<file path="src/rtl/keychain_pkg.sv">
// Shared definitions for the Keychain RSA datapath blocks.
// Holds the default operand width and the inverse-unit state encoding.
package keychain_pkg;

   localparam int DEFAULT_WIDTH = 8;

   typedef enum logic [2:0] {
      IDLE,
      CHECK,
      DIVIDE,
      UPDATE,
      FINISH
   } minv_state_t;

endpackage

</file>
<file path="src/rtl/restoring_divider.sv">
// Unsigned restoring divider: one quotient bit per cycle, MSB first, WIDTH cycles.
// done_in_cycle is high during the cycle whose edge retires the final bit.
module restoring_divider #(
   parameter int WIDTH = 8
) (
   input  logic             clk_in,
   input  logic             rst_in,
   input  logic             start_in,
   input  logic [WIDTH-1:0] dividend_in,
   input  logic [WIDTH-1:0] divisor_in,
   output logic [WIDTH-1:0] quotient_out,
   output logic [WIDTH-1:0] remainder_out,
   output logic             done_out
);

   localparam int CW = $clog2(WIDTH + 1);

   logic [CW-1:0]    count;
   logic [WIDTH-1:0] divisor;
   logic [WIDTH:0]   partial;
   logic [WIDTH:0]   trial;
   logic             fits;

   // The quotient register doubles as the dividend shift register.
   always_comb begin
      partial = {remainder_out, quotient_out[WIDTH-1]};
      fits    = (partial >= {1'b0, divisor});
      trial   = partial - {1'b0, divisor};
   end

   assign done_out = (count == CW'(1));

   always_ff @(posedge clk_in or posedge rst_in) begin
      if (rst_in) begin
         count         <= '0;
         divisor       <= '0;
         quotient_out  <= '0;
         remainder_out <= '0;
      end else if (start_in) begin
         count         <= CW'(WIDTH);
         divisor       <= divisor_in;
         quotient_out  <= dividend_in;
         remainder_out <= '0;
      end else if (count != '0) begin
         count         <= count - CW'(1);
         quotient_out  <= {quotient_out[WIDTH-2:0], fits};
         remainder_out <= fits ? trial[WIDTH-1:0] : partial[WIDTH-1:0];
      end
   end

endmodule

</file>
<file path="src/rtl/mod_inverse.sv">
// Sequential modular inverse d = e^-1 mod phi via the extended Euclidean algorithm.
// Each Euclid iteration costs CHECK + WIDTH divide cycles + UPDATE.
module mod_inverse
   import keychain_pkg::*;
#(
   parameter int WIDTH = DEFAULT_WIDTH
) (
   input  logic             clk_in,
   input  logic             rst_in,
   input  logic             ready_in,
   input  logic [WIDTH-1:0] value_in,
   input  logic [WIDTH-1:0] modulus_in,
   output logic [WIDTH-1:0] inverse_out,
   output logic             exists_out,
   output logic             busy_out,
   output logic             valid_out
);

   minv_state_t state;
   minv_state_t state_next;

   logic [WIDTH-1:0]        r0;
   logic [WIDTH-1:0]        r1;
   logic [WIDTH-1:0]        phi;
   logic signed [WIDTH+1:0] t0;
   logic signed [WIDTH+1:0] t1;
   logic signed [WIDTH+1:0] q_ext;
   logic signed [WIDTH+1:0] product;
   logic [WIDTH-1:0]        q;
   logic [WIDTH-1:0]        rem;
   logic [WIDTH-1:0]        inverse_next;
   logic                    div_start;
   logic                    div_done;
   logic                    start;
   logic                    phi_ok;

   assign start  = ready_in && !busy_out;
   assign phi_ok = (phi >= WIDTH'(2));

   restoring_divider #(.WIDTH(WIDTH)) divider (
      .clk_in        (clk_in),
      .rst_in        (rst_in),
      .start_in      (div_start),
      .dividend_in   (r0),
      .divisor_in    (r1),
      .quotient_out  (q),
      .remainder_out (rem),
      .done_out      (div_done)
   );

   always_ff @(posedge clk_in or posedge rst_in) begin
      if (rst_in) begin
         state <= IDLE;
      end else begin
         state <= state_next;
      end
   end

   always_comb begin
      state_next = state;
      div_start  = 1'b0;
      case (state)
         IDLE:    if (start) state_next = CHECK;
         CHECK: begin
            if (!phi_ok || r1 == '0) begin
               state_next = FINISH;
            end else begin
               state_next = DIVIDE;
               div_start  = 1'b1;
            end
         end
         DIVIDE:  if (div_done) state_next = UPDATE;
         UPDATE:  state_next = CHECK;
         FINISH:  state_next = IDLE;
         default: state_next = IDLE;
      endcase
   end

   // Truncation to WIDTH bits makes "add phi when negative" exact modulo 2^WIDTH.
   always_comb begin
      q_ext        = signed'({2'b00, q});
      product      = q_ext * t1;
      inverse_next = t0[WIDTH-1:0] + (t0[WIDTH+1] ? phi : '0);
   end

   always_ff @(posedge clk_in or posedge rst_in) begin
      if (rst_in) begin
         r0          <= '0;
         r1          <= '0;
         phi         <= '0;
         t0          <= '0;
         t1          <= '0;
         inverse_out <= '0;
         exists_out  <= 1'b0;
         busy_out    <= 1'b0;
         valid_out   <= 1'b0;
      end else begin
         valid_out <= 1'b0;
         case (state)
            IDLE: begin
               if (start) begin
                  r0       <= modulus_in;
                  r1       <= value_in;
                  phi      <= modulus_in;
                  t0       <= '0;
                  t1       <= (WIDTH+2)'(1);
                  busy_out <= 1'b1;
               end
            end
            UPDATE: begin
               r0 <= r1;
               r1 <= rem;
               t0 <= t1;
               t1 <= t0 - product;
            end
            FINISH: begin
               if (r0 == WIDTH'(1) && phi_ok) begin
                  exists_out  <= 1'b1;
                  inverse_out <= inverse_next;
               end else begin
                  exists_out  <= 1'b0;
                  inverse_out <= '0;
               end
               busy_out  <= 1'b0;
               valid_out <= 1'b1;
            end
            default: ;
         endcase
      end
   end

endmodule

</file>
<file path="config.mk">
export PLATFORM = sky130hd
export DESIGN_NAME = mod_inverse
export DESIGN_NICKNAME = d
export VERILOG_FILES = /design/src/rtl/keychain_pkg.sv /design/src/rtl/restoring_divider.sv /design/src/rtl/mod_inverse.sv
export SDC_FILE = /design/constraint.sdc
export NUM_CORES = 1
export LEC_CHECK = 0
export ABC_AREA = 1
export BUFFER_PORTS_ARGS = -buffer_cell sky130_fd_sc_hd__buf_2
export CAP_MARGIN = 15
export CORE_MARGIN = 8
export CORE_UTILIZATION = 35
export CTS_BUF_LIST = sky130_fd_sc_hd__clkbuf_16
export CTS_CLUSTER_DIAMETER = 120
export DETAILED_ROUTE_END_ITERATION = 12
export PLACE_DENSITY = 0.59
export SLEW_MARGIN = 15
export SYNTH_ARGS = -nofsm -noshare
export SYNTH_HDL_FRONTEND = slang
export SYNTH_SLANG_ARGS = --single-unit
</file>
<file path="constraint.sdc">
create_clock -name clk_in -period 5.05 [get_ports clk_in]
set_input_delay 0.505 -clock clk_in [delete_from_list [all_inputs] [get_ports clk_in]]
set_output_delay 0.505 -clock clk_in [all_outputs]
set_load 0.03 [all_outputs]
</file>
Word level (Yosys, flattened, before mapping) --
Index checks and enable logic that the tools add are counted.
Operators by class: mux-type cells 27, shift-type cells 0, multiply operators 1, div/mod/pow operators 0, order comparisons 2, equal/unequal tests 8, reduce and logical (&&, ||, !) cells 15, bitwise operators 0, add/sub/neg operators 4
Operators by type and width (count):
- 8-bit two-way mux | 9
- 10-bit one-hot mux with 2 select lines | 2
- 8-bit one-hot mux with 2 select lines | 2
- 10-bit two-way mux | 2
- 3-bit one-hot mux with 4 select lines | 1
- 9-bit by 10-bit multiplier with 10-bit output | 1
- 10-bit subtractor | 1
- 9-bit by 8-bit greater-or-equal comparator with 1-bit output | 1
- 3-bit two-way mux | 3
- 8-bit adder | 1
- 8-bit by 1-bit equality test with 1-bit output (second input constant) | 1
- 8-bit by 2-bit greater-or-equal comparator with 1-bit output (second input constant) | 1
- 8-bit logical NOT | 1
- 4-bit two-way mux | 2
- 2-bit AND reduction | 4
- 8-bit subtractor | 1
- 3-bit by 2-bit equality test with 1-bit output (second input constant) | 2
- 2-bit nonzero test | 3
- 1-bit two-way mux | 5
- 4-bit by 1-bit equality test with 1-bit output (second input constant) | 1
- 2-bit inequality test (second input constant) | 2
- 4-bit nonzero test | 1
- 4-bit by 1-bit subtractor with 4-bit output (second input constant) | 1
- 3-bit by 1-bit equality test with 1-bit output (second input constant) | 1
- other kinds (6) | 8
Storage, ports and cells: bits in latches 0, memories kept 0, ROM bits 0, RAM bits 0, register bits after elaboration 86, logic and storage cells 71, input port bits 19, output and inout bits 11

Longest topological paths before layout --
Gate-level depths: netlist of the first run.
depth in word-level cells 6, depth in mapped cells 24

Cells and area by module --
From an unflattened synthesis of the first run, not the netlist that was laid out.
Second synthesis, totals: cell total of the unflattened synthesis 864, area, all modules 6561.3 um^2
Modules (own cells, without submodules):
- mod_inverse | cells an instance 639, times used 1, area each 4812.1 um^2, sequential area each 1451.4 um^2
- restoring_divider | cells an instance 225, times used 1, area each 1749.2 um^2, sequential area each 700.7 um^2

Least setup slack after synthesis of the first run --
Ideal clock, no wire load.
path type flip-flop to flip-flop, start point register divider.quotient_out[1], end point register t1[9], arrival 4.217 ns, cell stages (with the launch flop) 20, buffers on the path 1, library setup time 0.117 ns, slack 0.716 ns, clock period less this slack 4.334 ns, cells stage by stage dfrtp_1 > clkbuf_1 > nand2_1 > inv_1 > fa_1 > inv_1 > fa_1 > inv_1 > fa_1 > fa_1 > fa_1 > inv_1 > ha_1 > a21o_1 > a31oi_1 > nand3_1 > inv_1 > nand3_1 > nand3_1 > nand2_1
Between the ends: word-level cells in the longest chain between the ends 3
Ends and longest elaborated chain:
- from (decl) | RTL line restoring_divider.sv:11 | output logic [WIDTH-1:0] quotient_out,
- from (signal assigned) | RTL line restoring_divider.sv:42 | quotient_out <= dividend_in;
- from (signal assigned) | RTL line restoring_divider.sv:46 | quotient_out <= {quotient_out[WIDTH-2:0], fits};
- 9-bit by 10-bit multiplier with 10-bit output | RTL line mod_inverse.sv:82 | product = q_ext * t1;
- 10-bit subtractor | RTL line mod_inverse.sv:114 | t1 <= t0 - product;
- 10-bit one-hot mux with 2 select lines | RTL line mod_inverse.sv:99 | case (state)
- to (signal assigned) | RTL line mod_inverse.sv:106 | t1 <= (WIDTH+2)'(1);
- to (signal assigned) | RTL line mod_inverse.sv:114
- to (decl) | RTL line mod_inverse.sv:26 | logic signed [WIDTH+1:0] t1;
Every way passes these cells. A chain may end at the register's enable or synchronous reset.

Final worst setup path of the first run --
start point register divider.quotient_out[2], end point register t1[9]
The elaborated chain is that of the path after synthesis.

==> results of run 1 <==
## cell usage after synthesis, types with 8 or more instances
cell type,count,area share
ha_1,47,0.091
nor2_1,45,0.026
dfrtp_1,86,0.33
nand2_1,185,0.11
o22ai_1,21,0.020
fa_1,34,0.11
nor3_1,13,0.010
a21oi_1,21,0.016
xor2_1,10,0.014
o21ai_0,39,0.030
nand3_1,26,0.020
xnor2_1,8,0.011
inv_1,182,0.11
## path summary, 6_finish.rpt
path | from | to | slack (ns) | depth (start not counted)
max in group asynchronous | rst_in | divider.remainder_out[0] | 3.74 | 3
min in group clk_in | modulus_in[0] | phi[0] | 0.40 | 3
setup / recovery | divider.quotient_out[2] | t1[9] | 0.55 | 18
setup reg to reg | divider.quotient_out[2] | t1[9] | 0.55 | 18
hold / removal | rst_in | t0[3] | 0.23 | 2
hold reg to reg | exists_out | exists_out | 0.48 | 2
## logic make-up (layout without fill, tap and decap cells)
| group | after synthesis | count (layout) | share of synthesized area |
|---|---|---|---|
| flops | 86 | 86 | 0.333 |
| fa+ha+maj | 81 | 81 | 0.197 |
| compound gates | 120 | 120 | 0.119 |
| xor+xnor | 18 | 18 | 0.0244 |
| simple gates | 292 | 292 | 0.195 |
| buf+inv | 211 | 235 | 0.132 |
## cells in the final DEF, fill, tap and decap left out, types with 4 or more instances in the layout
master,Yosys,layout
nand3_1,26,26
clkbuf_16,0,9
xor2_1,10,10
nand2_1,185,185
ha_1,47,47
o22ai_1,21,21
nor3_1,13,13
dfrtp_1,86,86
nand2_2,4,4
inv_2,4,4
o21ai_0,39,39
inv_1,182,181
nor2_1,45,45
xnor2_1,8,8
buf_2,7,29
a221oi_1,5,5
a21oi_1,21,21
fa_1,34,34
o21ai_1,4,4
nand4_1,6,6
o221ai_1,5,5
## flip-flops by register name, summed over array words and instances (netlist names)
name / flops
t1: 10
phi: 8
r1: 8
divider.quotient_out: 8
busy_out: 1
state: 3
divider.remainder_out: 8
exists_out: 1
valid_out: 1
t0: 10
r0: 8
divider.count: 4
divider.divisor: 8
inverse_out: 8
## stage by stage
step                utilization  instance area (µm²)  instances
finish                    0.390                 7040       1061
detailed placement        0.375                 6760       1045
global route              0.390                 7040       1061
floorplan                     -                 6460        808
global placement          0.375                 6760       1045
CTS                       0.390                 7040       1061
## metal layers
metal / global-route usage / share of wire / up-vias
met4: 0.0358 / 0.013 / 0
met1: 0.179 / 0.47 / 2461
li1: - / - / 2567
met2: 0.230 / 0.48 / 107
met5: 0 / 0 / -
met3: 0.0265 / 0.036 / 19
## worst max-delay path: stages, from the launching register on
cell and delay, ns:
dfrtp_1 0.52, nand2_1 0.12, inv_1 0.06, fa_1 0.50, inv_1 0.05, fa_1 0.49, inv_1 0.05, fa_1 0.47
fa_1 0.51, fa_1 0.55, inv_1 0.05, ha_1 0.34, a21o_1 0.20, a31oi_1 0.13, nand3_1 0.10, inv_1 0.06
nand3_1 0.06, nand3_1 0.08, nand2_1 0.05
## final cells by class
cell class	count	area (µm²)
clock buffer	9	225
timing repair buffer	32	168
inverter	187	703
sequential	86	2150
fill	1894	11000
clock inverter	7	48.8
multi-input combinational	511	3450
tap	229	287
==> metrics.md, run 1 <==
| Metric | Value |
|---|---|
| Pin count of the biggest net entering global routing | 50 |
| Share of layout cells above drive strength 1 | 0.0889 |
| Vias per Instance | 4.86 |
| Antenna violations before repair | 0 |
| WP data arrival | 4.74 ns |
| N_diodes | 0 |
| Syn Inst Count | 808 |
| Hold Crit Class | in -> async |
| Die area | 23000 µm² |
| Sum Neg Setup Slack | 0 ns |
| Layout area overhead | 8.99% |
| CTS tree | yes |
| Detailed Route Iter0 Violations | 303 |
| Drt pass-1 iters | 5 |
| Clk_lat worst skew | 0.35 ns |
| Final Hold Viols | 0 |
| IO Pins | 30 |
| Yosys warns | 0 |
| Status | finished clean |
| Vias | 5154 |
| Htree depth | 3 |
| Crit path launch type | flop |
| Max-slew violation count | 0 |
| Congestion Overflow GR | 0 |
| Final Hold Slack | 0.232 ns |
| Final Setup Violations | 0 |
| Initial Util | 0.358 |
| Row count | 49 |
| Max Clk Rate | 222 MHz |
| Final setup margin | 0.553 ns |
| Root buffer cell | clkbuf_16 |
| Max Cap Viol | 0 |
| Max transition margin | 0.441 |
| Avg Cell Area, Syn | 7.99 µm² |
| Critical path class | reg -> reg |
| Drt drc | 0 |
| Clock Sink Count | 86 |
| Core area | 18000 µm² |
| Hpwl dp | 11900 µm |
| Max FO, Critical Path | 11 |
| Post-DRT Antenna Nets | 0 |
| Post-Syn Area | 6460 µm² |
| Seq/Total Area, Yosys | 0.333 |
| Vias in the first global route | 5166 |
| Final period utilization | 0.890 |
| Most used DFF post-synth | dfrtp_1 |
| Required @ worst endpoint | 5.29 ns |
| CTS clk-pin slew, worst paths | 0.07 ns |
| Routed len/inst | 14.7 µm |
| #FFs+latches synth | 86 |
| Port Buf Inserts | 29 |
| Die Span X | 152 µm |
| Synth Net Count | 908 |
| Final Critical Period | 4.50 ns |
| Critical Path Sink Type | flop |
| Actual slew at the worst max-slew pin | 0.838 ns |
| Number of CTS-inserted buffers | 9 |
| Clock tree buffer depth | 2 |
| Height of the die | 152 µm |
| Setup WS pre-CTS | 0.547 ns |
| Nets | 927 |
| Post_cts resized | 0 |
| RSZ-0062 raised after global routing | no |
| Hold Buf Count CTS | 0 |
| Worst Clk Skew | 0.00661 ns |
| First-pass GRT wire length | 26200 µm |
| Post-Route WL | 15600 µm |
| Routability cong. | 0.842 |
| Post-synth ARST share | 1.00 |
| Yosys cell types | 49 |
| Global Route Usage Sum | 0.138 |
| # Post-CTS Setup Buffers | 0 |
| Post-synth EDFFs | 0 |
Power of run 1 is left out: the tool's default activity adds up to more than one toggle a clock period on the data nets, which glitch-free logic cannot reach.
==> run 2, diff against run 1 <==
- CAP_MARGIN: 15 -> unset
- GPL_TIMING_DRIVEN: unset -> 0
- clock period: 5.05 -> 4.7 ns (I/O delays scaled with it)
==> metrics.md, run 2 (synthesized netlist as in run 1, its figures left out) <==
| Metric | Value |
|---|---|
| Status | finished clean |
| Hpwl dp | 12600 µm (+6.0%) |
| Antenna violations before repair | 0 (unchanged) |
| Max Clk Rate | 224 MHz (+0.61%) |
| Actual slew at the worst max-slew pin | 0.613 ns (-0.225 ns) |
| Die area | 23000 µm² (unchanged) |
| Core area | 18000 µm² (unchanged) |
| Max Cap Viol | 0 (unchanged) |
| Port Buf Inserts | 29 (unchanged) |
| Vias per Instance | 4.76 (-2.0%) |
| CTS tree | yes |
| Most frequent cells in the layout | nand2_1 (185), inv_1 (181), dfrtp_1 (83), nor2_1 (45), ha_1 (45) |
| Root buffer cell | clkbuf_16 |
| Biggest regs | t0: 10 flops, t1: 10 flops |
| Pin count of the biggest net entering global routing | 59 (+18%) |
| Max FO, Critical Path | 10 (-1) |
| Setup WS pre-CTS | -0.127 ns (-0.674 ns) |
| Global Route Usage Sum | 0.143 (+0.00527) |
| RSZ-0062 raised after global routing | no |
| Post-DRT Antenna Nets | 0 (unchanged) |
| Share of layout cells above drive strength 1 | 0.113 (+0.0240) |
| Die Span X | 152 µm (unchanged) |
| Final Setup Violations | 0 (unchanged) |
| Leading cell type in the layout, fill and taps excluded | nand2_1 |
| Critical Path Sink Type | flop |
| Vias | 5135 (-0.37%) |
| Detailed Route Iter0 Violations | 346 (+14%) |
| Post-Route WL | 15900 µm (+2.2%) |
| Final Critical Period | 4.47 ns (-0.0274 ns) |
| Row count | 49 (unchanged) |
| Routability cong. | 0.848 (+0.77%) |
| Initial Util | 0.358 (unchanged) |
| Vias in the first global route | 5381 (+4.2%) |
| Number of CTS-inserted buffers | 9 (unchanged) |
| Worst Clk Skew | 0.00938 ns (+0.00276 ns) |
| First-pass GRT wire length | 27400 µm (+4.3%) |
| CTS clk-pin slew, worst paths | 0.06 ns (about the same) |
| Drt pass-1 iters | 5 (unchanged) |
| N_diodes | 0 (unchanged) |
| Critical path class | reg -> reg |
| Height of the die | 152 µm (unchanged) |
| Nets | 946 (+2.0%) |
| Crit-path cells | buf_4 -> nand2_1 -> inv_1 -> fa_1 -> inv_1 -> fa_1 -> inv_1 -> fa_1 -> fa_1 -> fa_1 -> inv_2 -> ha_4 -> a21o_1 -> a31oi_1 -> nand3_1 -> inv_1 -> nand3_1 -> nand3_1 -> nand2_1 |
| Routed len/inst | 14.8 µm (+0.54%) |
| Drt drc | 0 (unchanged) |
| Clock Sink Count | 86 (unchanged) |
| CP max-delay cell | fa_1 |
| Worst path max stage delay | 0.53 ns (-0.02 ns) |
| Clock tree buffer depth | 2 (unchanged) |
| Final Hold Viols | 0 (unchanged) |
| Final period utilization | 0.951 (+0.0605) |
| Hold Buf Count CTS | 0 (unchanged) |
| Family with the most delay on the worst path | adder cells |
| # Post-CTS Setup Buffers | 0 (unchanged) |
| Congestion Overflow GR | 0 (unchanged) |
| Layout area overhead | 11.9% |
| Hold Crit Class | in -> async |
| Max-slew violation count | 0 (unchanged) |
| Htree depth | 3 (unchanged) |
| Worst path bufs/invs | 6 (+1) |
| Top cell by count, worst path | fa_1 |
| Crit path launch type | flop |
| Final setup margin | 0.231 ns (-0.323 ns) |
| Clk_lat worst skew | 0.34 ns (about the same) |
| IO Pins | 30 (unchanged) |
| Max transition margin | 0.592 (+0.151) |
| WP data arrival | 4.70 ns (-0.04 ns) |
| Required @ worst endpoint | 4.93 ns (-0.36 ns) |
[run 2: final cells by class]
type | count | area, µm²
Multi-Input combinational cell | 511 | 3470
Fill cell | 1885 | 10800
Tap cell | 229 | 287
Clock buffer | 9 | 225
Sequential cell | 86 | 2160
Buffer | 21 | 144
Clock inverter | 6 | 65.1
Timing Repair Buffer | 30 | 173
Inverter | 187 | 704
[run 2: worst reg2reg max path, stage by stage (launching register included)]
cell and delay [ns]:
dfrtp_1 0.37, buf_4 0.18, nand2_1 0.07, inv_1 0.05, fa_1 0.50, inv_1 0.05
fa_1 0.51, inv_1 0.05, fa_1 0.45, fa_1 0.49, fa_1 0.53, inv_2 0.06
ha_4 0.25, a21o_1 0.17, a31oi_1 0.15, nand3_1 0.16, inv_1 0.09, nand3_1 0.08
nand3_1 0.10, nand2_1 0.05
[run 2: per-stage QoR]
| step | hold slack [ns] | setup TNS, ns | utilization | cell area [µm²] | cells |
|---|---|---|---|---|---|
| 6_report | 0.122 | 0 | 0.401 | 7220 | 1079 |
| 5_1_grt | 0.145 | 0 | 0.401 | 7220 | 1079 |
| 4_1_cts | 0.132 | 0 | 0.400 | 7210 | 1079 |
| 3_5_place_dp | 0.465 | -0.127 | 0.384 | 6920 | 1067 |
| 3_3_place_gp | 0.462 | -0.0817 | 0.382 | 6890 | 1066 |
| 2_1_floorplan | 0.442 | 0 | - | 6460 | 808 |
[run 2: per-layer routing]
metal	routed length (µm)	global-route usage	vias to the layer above
li1	-	-	2601
met1	7470	0.185	2458
met2	7740	0.240	57
met3	472	0.0279	19
met4	258	0.0382	0
met5	0	0	-
[run 2: path summary, 6_finish.rpt]
| check | startpoint | end | slack [ns] | depth (start not counted) |
|---|---|---|---|---|
| max | divider.quotient_out[2] | t1[9] | 0.23 | 19 |
| min in group clk_in | modulus_in[0] | phi[0] | 0.38 | 3 |
| min reg2reg | exists_out | exists_out | 0.48 | 2 |
| min | rst_in | inverse_out[4] | 0.12 | 2 |
| max in group asynchronous | rst_in | divider.divisor[6] | 3.96 | 3 |
| max reg2reg | divider.quotient_out[2] | t1[9] | 0.23 | 19 |
[run 2: what timing repair did]
item,in CTS,in global routing
gates resized for setup,1,8
pin swaps,1,3
endpoints found under the setup margin,1,1
Power of run 2 is left out for the same reason.
==> run 3, diff against run 2 <==
- CORE_MARGIN: 8 -> 1.5
==> metrics.md, run 3 (synthesized netlist as in run 1, its figures left out) <==
| Metric | Value |
|---|---|
| Top cell by count, worst path | fa_1 |
| WP data arrival | 4.68 ns (-0.02 ns) |
| Actual slew at the worst max-slew pin | 0.646 ns (+0.0336 ns) |
| Clock tree buffer depth | 2 (unchanged) |
| CTS clk-pin slew, worst paths | 0.07 ns (about the same) |
| Final setup margin | 0.260 ns (+0.0292 ns) |
| Routability cong. | 0.849 (about the same) |
| Multi-input logic area | 3480 µm² (+0.29%) |
| Detailed Route Iter0 Violations | 251 (-27%) |
| Number of CTS-inserted buffers | 9 (unchanged) |
| # Post-CTS Setup Buffers | 0 (unchanged) |
| Worst Clk Skew | 0.00735 ns (-0.00203 ns) |
| Pin count of the biggest net entering global routing | 50 (-15%) |
| Drt drc | 0 (unchanged) |
| Max FO, Critical Path | 6 (-4) |
| Vias | 5114 (-0.41%) |
| CP startpoint | t1[5] |
| Congestion Overflow GR | 0 (unchanged) |
| Die area | 19300 µm² (-16%) |
| CP max-delay cell | fa_1 |
| Hold Buf Count CTS | 0 (unchanged) |
| Die Span X | 139 µm (-8.6%) |
| Setup crit end | t1[9] |
| Worst path max stage delay | 0.53 ns (about the same) |
| Antenna violations before repair | 0 (unchanged) |
| R2r worst-path depth | 18 (-1) |
| R2R Path End | t1[9] |
| Placement Cell Area | 6920 µm² (unchanged) |
| Height of the die | 139 µm (-8.6%) |
| Max Cap Viol | 0 (unchanged) |
| Family with the most delay on the worst path | adder cells |
| IO Pins | 30 (unchanged) |
| Core area | 18000 µm² (unchanged) |
| Max-slew violation count | 0 (unchanged) |
| Initial Util | 0.358 (unchanged) |
| Max Clk Rate | 225 MHz (+0.66%) |
| Final Hold Viols | 0 (unchanged) |
| Vias per Instance | 4.74 (-0.50%) |
| Final Setup Violations | 0 (unchanged) |
| Critical Path Sink Type | flop |
| Max transition margin | 0.569 (-0.0224) |
| Post-Route WL | 15400 µm (-3.2%) |
| Row count | 49 (unchanged) |
| Share of layout cells above drive strength 1 | 0.116 (+0.00339) |
| Worst path bufs/invs | 5 (-1) |
| Setup WS pre-CTS | -0.154 ns (-0.0271 ns) |
| Clock Sink Count | 86 (unchanged) |
| Port Buf Inserts | 29 (unchanged) |
| CP Depth | 18 (-1) |
| Design area | 7250 µm² (+0.40%) |
| First-pass GRT wire length | 26200 µm (-4.1%) |
| Clk_lat worst skew | 0.35 ns (about the same) |
| Sum Neg Setup Slack | 0 ns (unchanged) |
| Nets | 946 (unchanged) |
| Crit-path cells | nand2_1 -> inv_1 -> fa_1 -> inv_1 -> fa_1 -> inv_1 -> fa_1 -> fa_1 -> fa_1 -> inv_2 -> ha_4 -> a21o_1 -> a31oi_1 -> nand3_1 -> inv_1 -> nand3_2 -> nand3_2 -> nand2_1 |
| R2R Setup Slk | 0.26 ns (+0.03 ns) |
| Layout area overhead | 12.3% |
| Most frequent cells in the layout | nand2_1 (185), inv_1 (180), dfrtp_1 (84), nor2_1 (45), ha_1 (45) |
| Hold Crit Class | in -> async |
| Required @ worst endpoint | 4.94 ns (about the same) |
| Global Route Usage Sum | 0.171 (+0.0277) |
| N_diodes | 0 (unchanged) |
| Post-DRT Antenna Nets | 0 (unchanged) |
| Final Critical Period | 4.44 ns (-0.0292 ns) |
| Routed len/inst | 14.3 µm (-3.3%) |
| Leading cell type in the layout, fill and taps excluded | nand2_1 |
| Fill cells | 1891 (+0.32%) |
| Biggest regs | t0: 10 flops, t1: 10 flops |
| Root buffer cell | clkbuf_16 |
| Critical path class | reg -> reg |
| Status | finished clean |
| Drt pass-1 iters | 5 (unchanged) |
| Hpwl dp | 12100 µm (-3.6%) |
| Worst reg2reg startpoint | t1[5] |
| CTS tree | yes |
| Htree depth | 3 (unchanged) |
| Vias in the first global route | 5140 (-4.5%) |
| Sequential Area | 2150 µm² (about the same) |
| Final period utilization | 0.945 (-0.00620) |
| Crit path launch type | flop |
## run 3: changes by cell type in the layout (fill, tap and decap cells not counted), sizes merged
cell      before  now
clkinv         2    4
clkinvlp       3    0
inv          187  189
## run 3: worst min path at each step
stage	to	slack, ns
final	inverse_out[4]	0.17
after detailed placement	exists_out	0.46
after CTS	inverse_out[4]	0.18
after global placement	exists_out	0.46
after global routing	inverse_out[7]	0.21
after floorplan	phi[0]	0.44
## run 3: what timing repair did
action | in CTS | in global routing
pin swaps | 0 | 4
gates resized for setup | 1 | 10
setup endpoints to repair | 1 | 1
## run 3: area by class of cell
cell class                      instances  share of cell area
Timing Repair Buffer                   30              0.0238
Tap cell                              229              0.0395
Clock buffer                            9              0.0311
Sequential cell                        86               0.297
Clock inverter                          7              0.0112
Buffer                                 21              0.0204
Inverter                              187              0.0972
Multi-Input combinational cell        511               0.480
## run 3: metal layers
metal,vias up,routed length [µm],GRT usage
li1,2617,-,-
met1,2408,7170,0.232
met2,73,7420,0.281
met3,16,586,0.0280
met4,0,248,0.0521
met5,-,0,0
## run 3: metrics by stage
stage,hold slack [ns],cells,util
floorplan,0.442,808,-
global placement,0.461,1066,0.382
detailed placement,0.464,1067,0.384
CTS,0.180,1080,0.400
global route,0.213,1080,0.402
finish,0.167,1080,0.402
Power of run 3 is left out for the same reason.
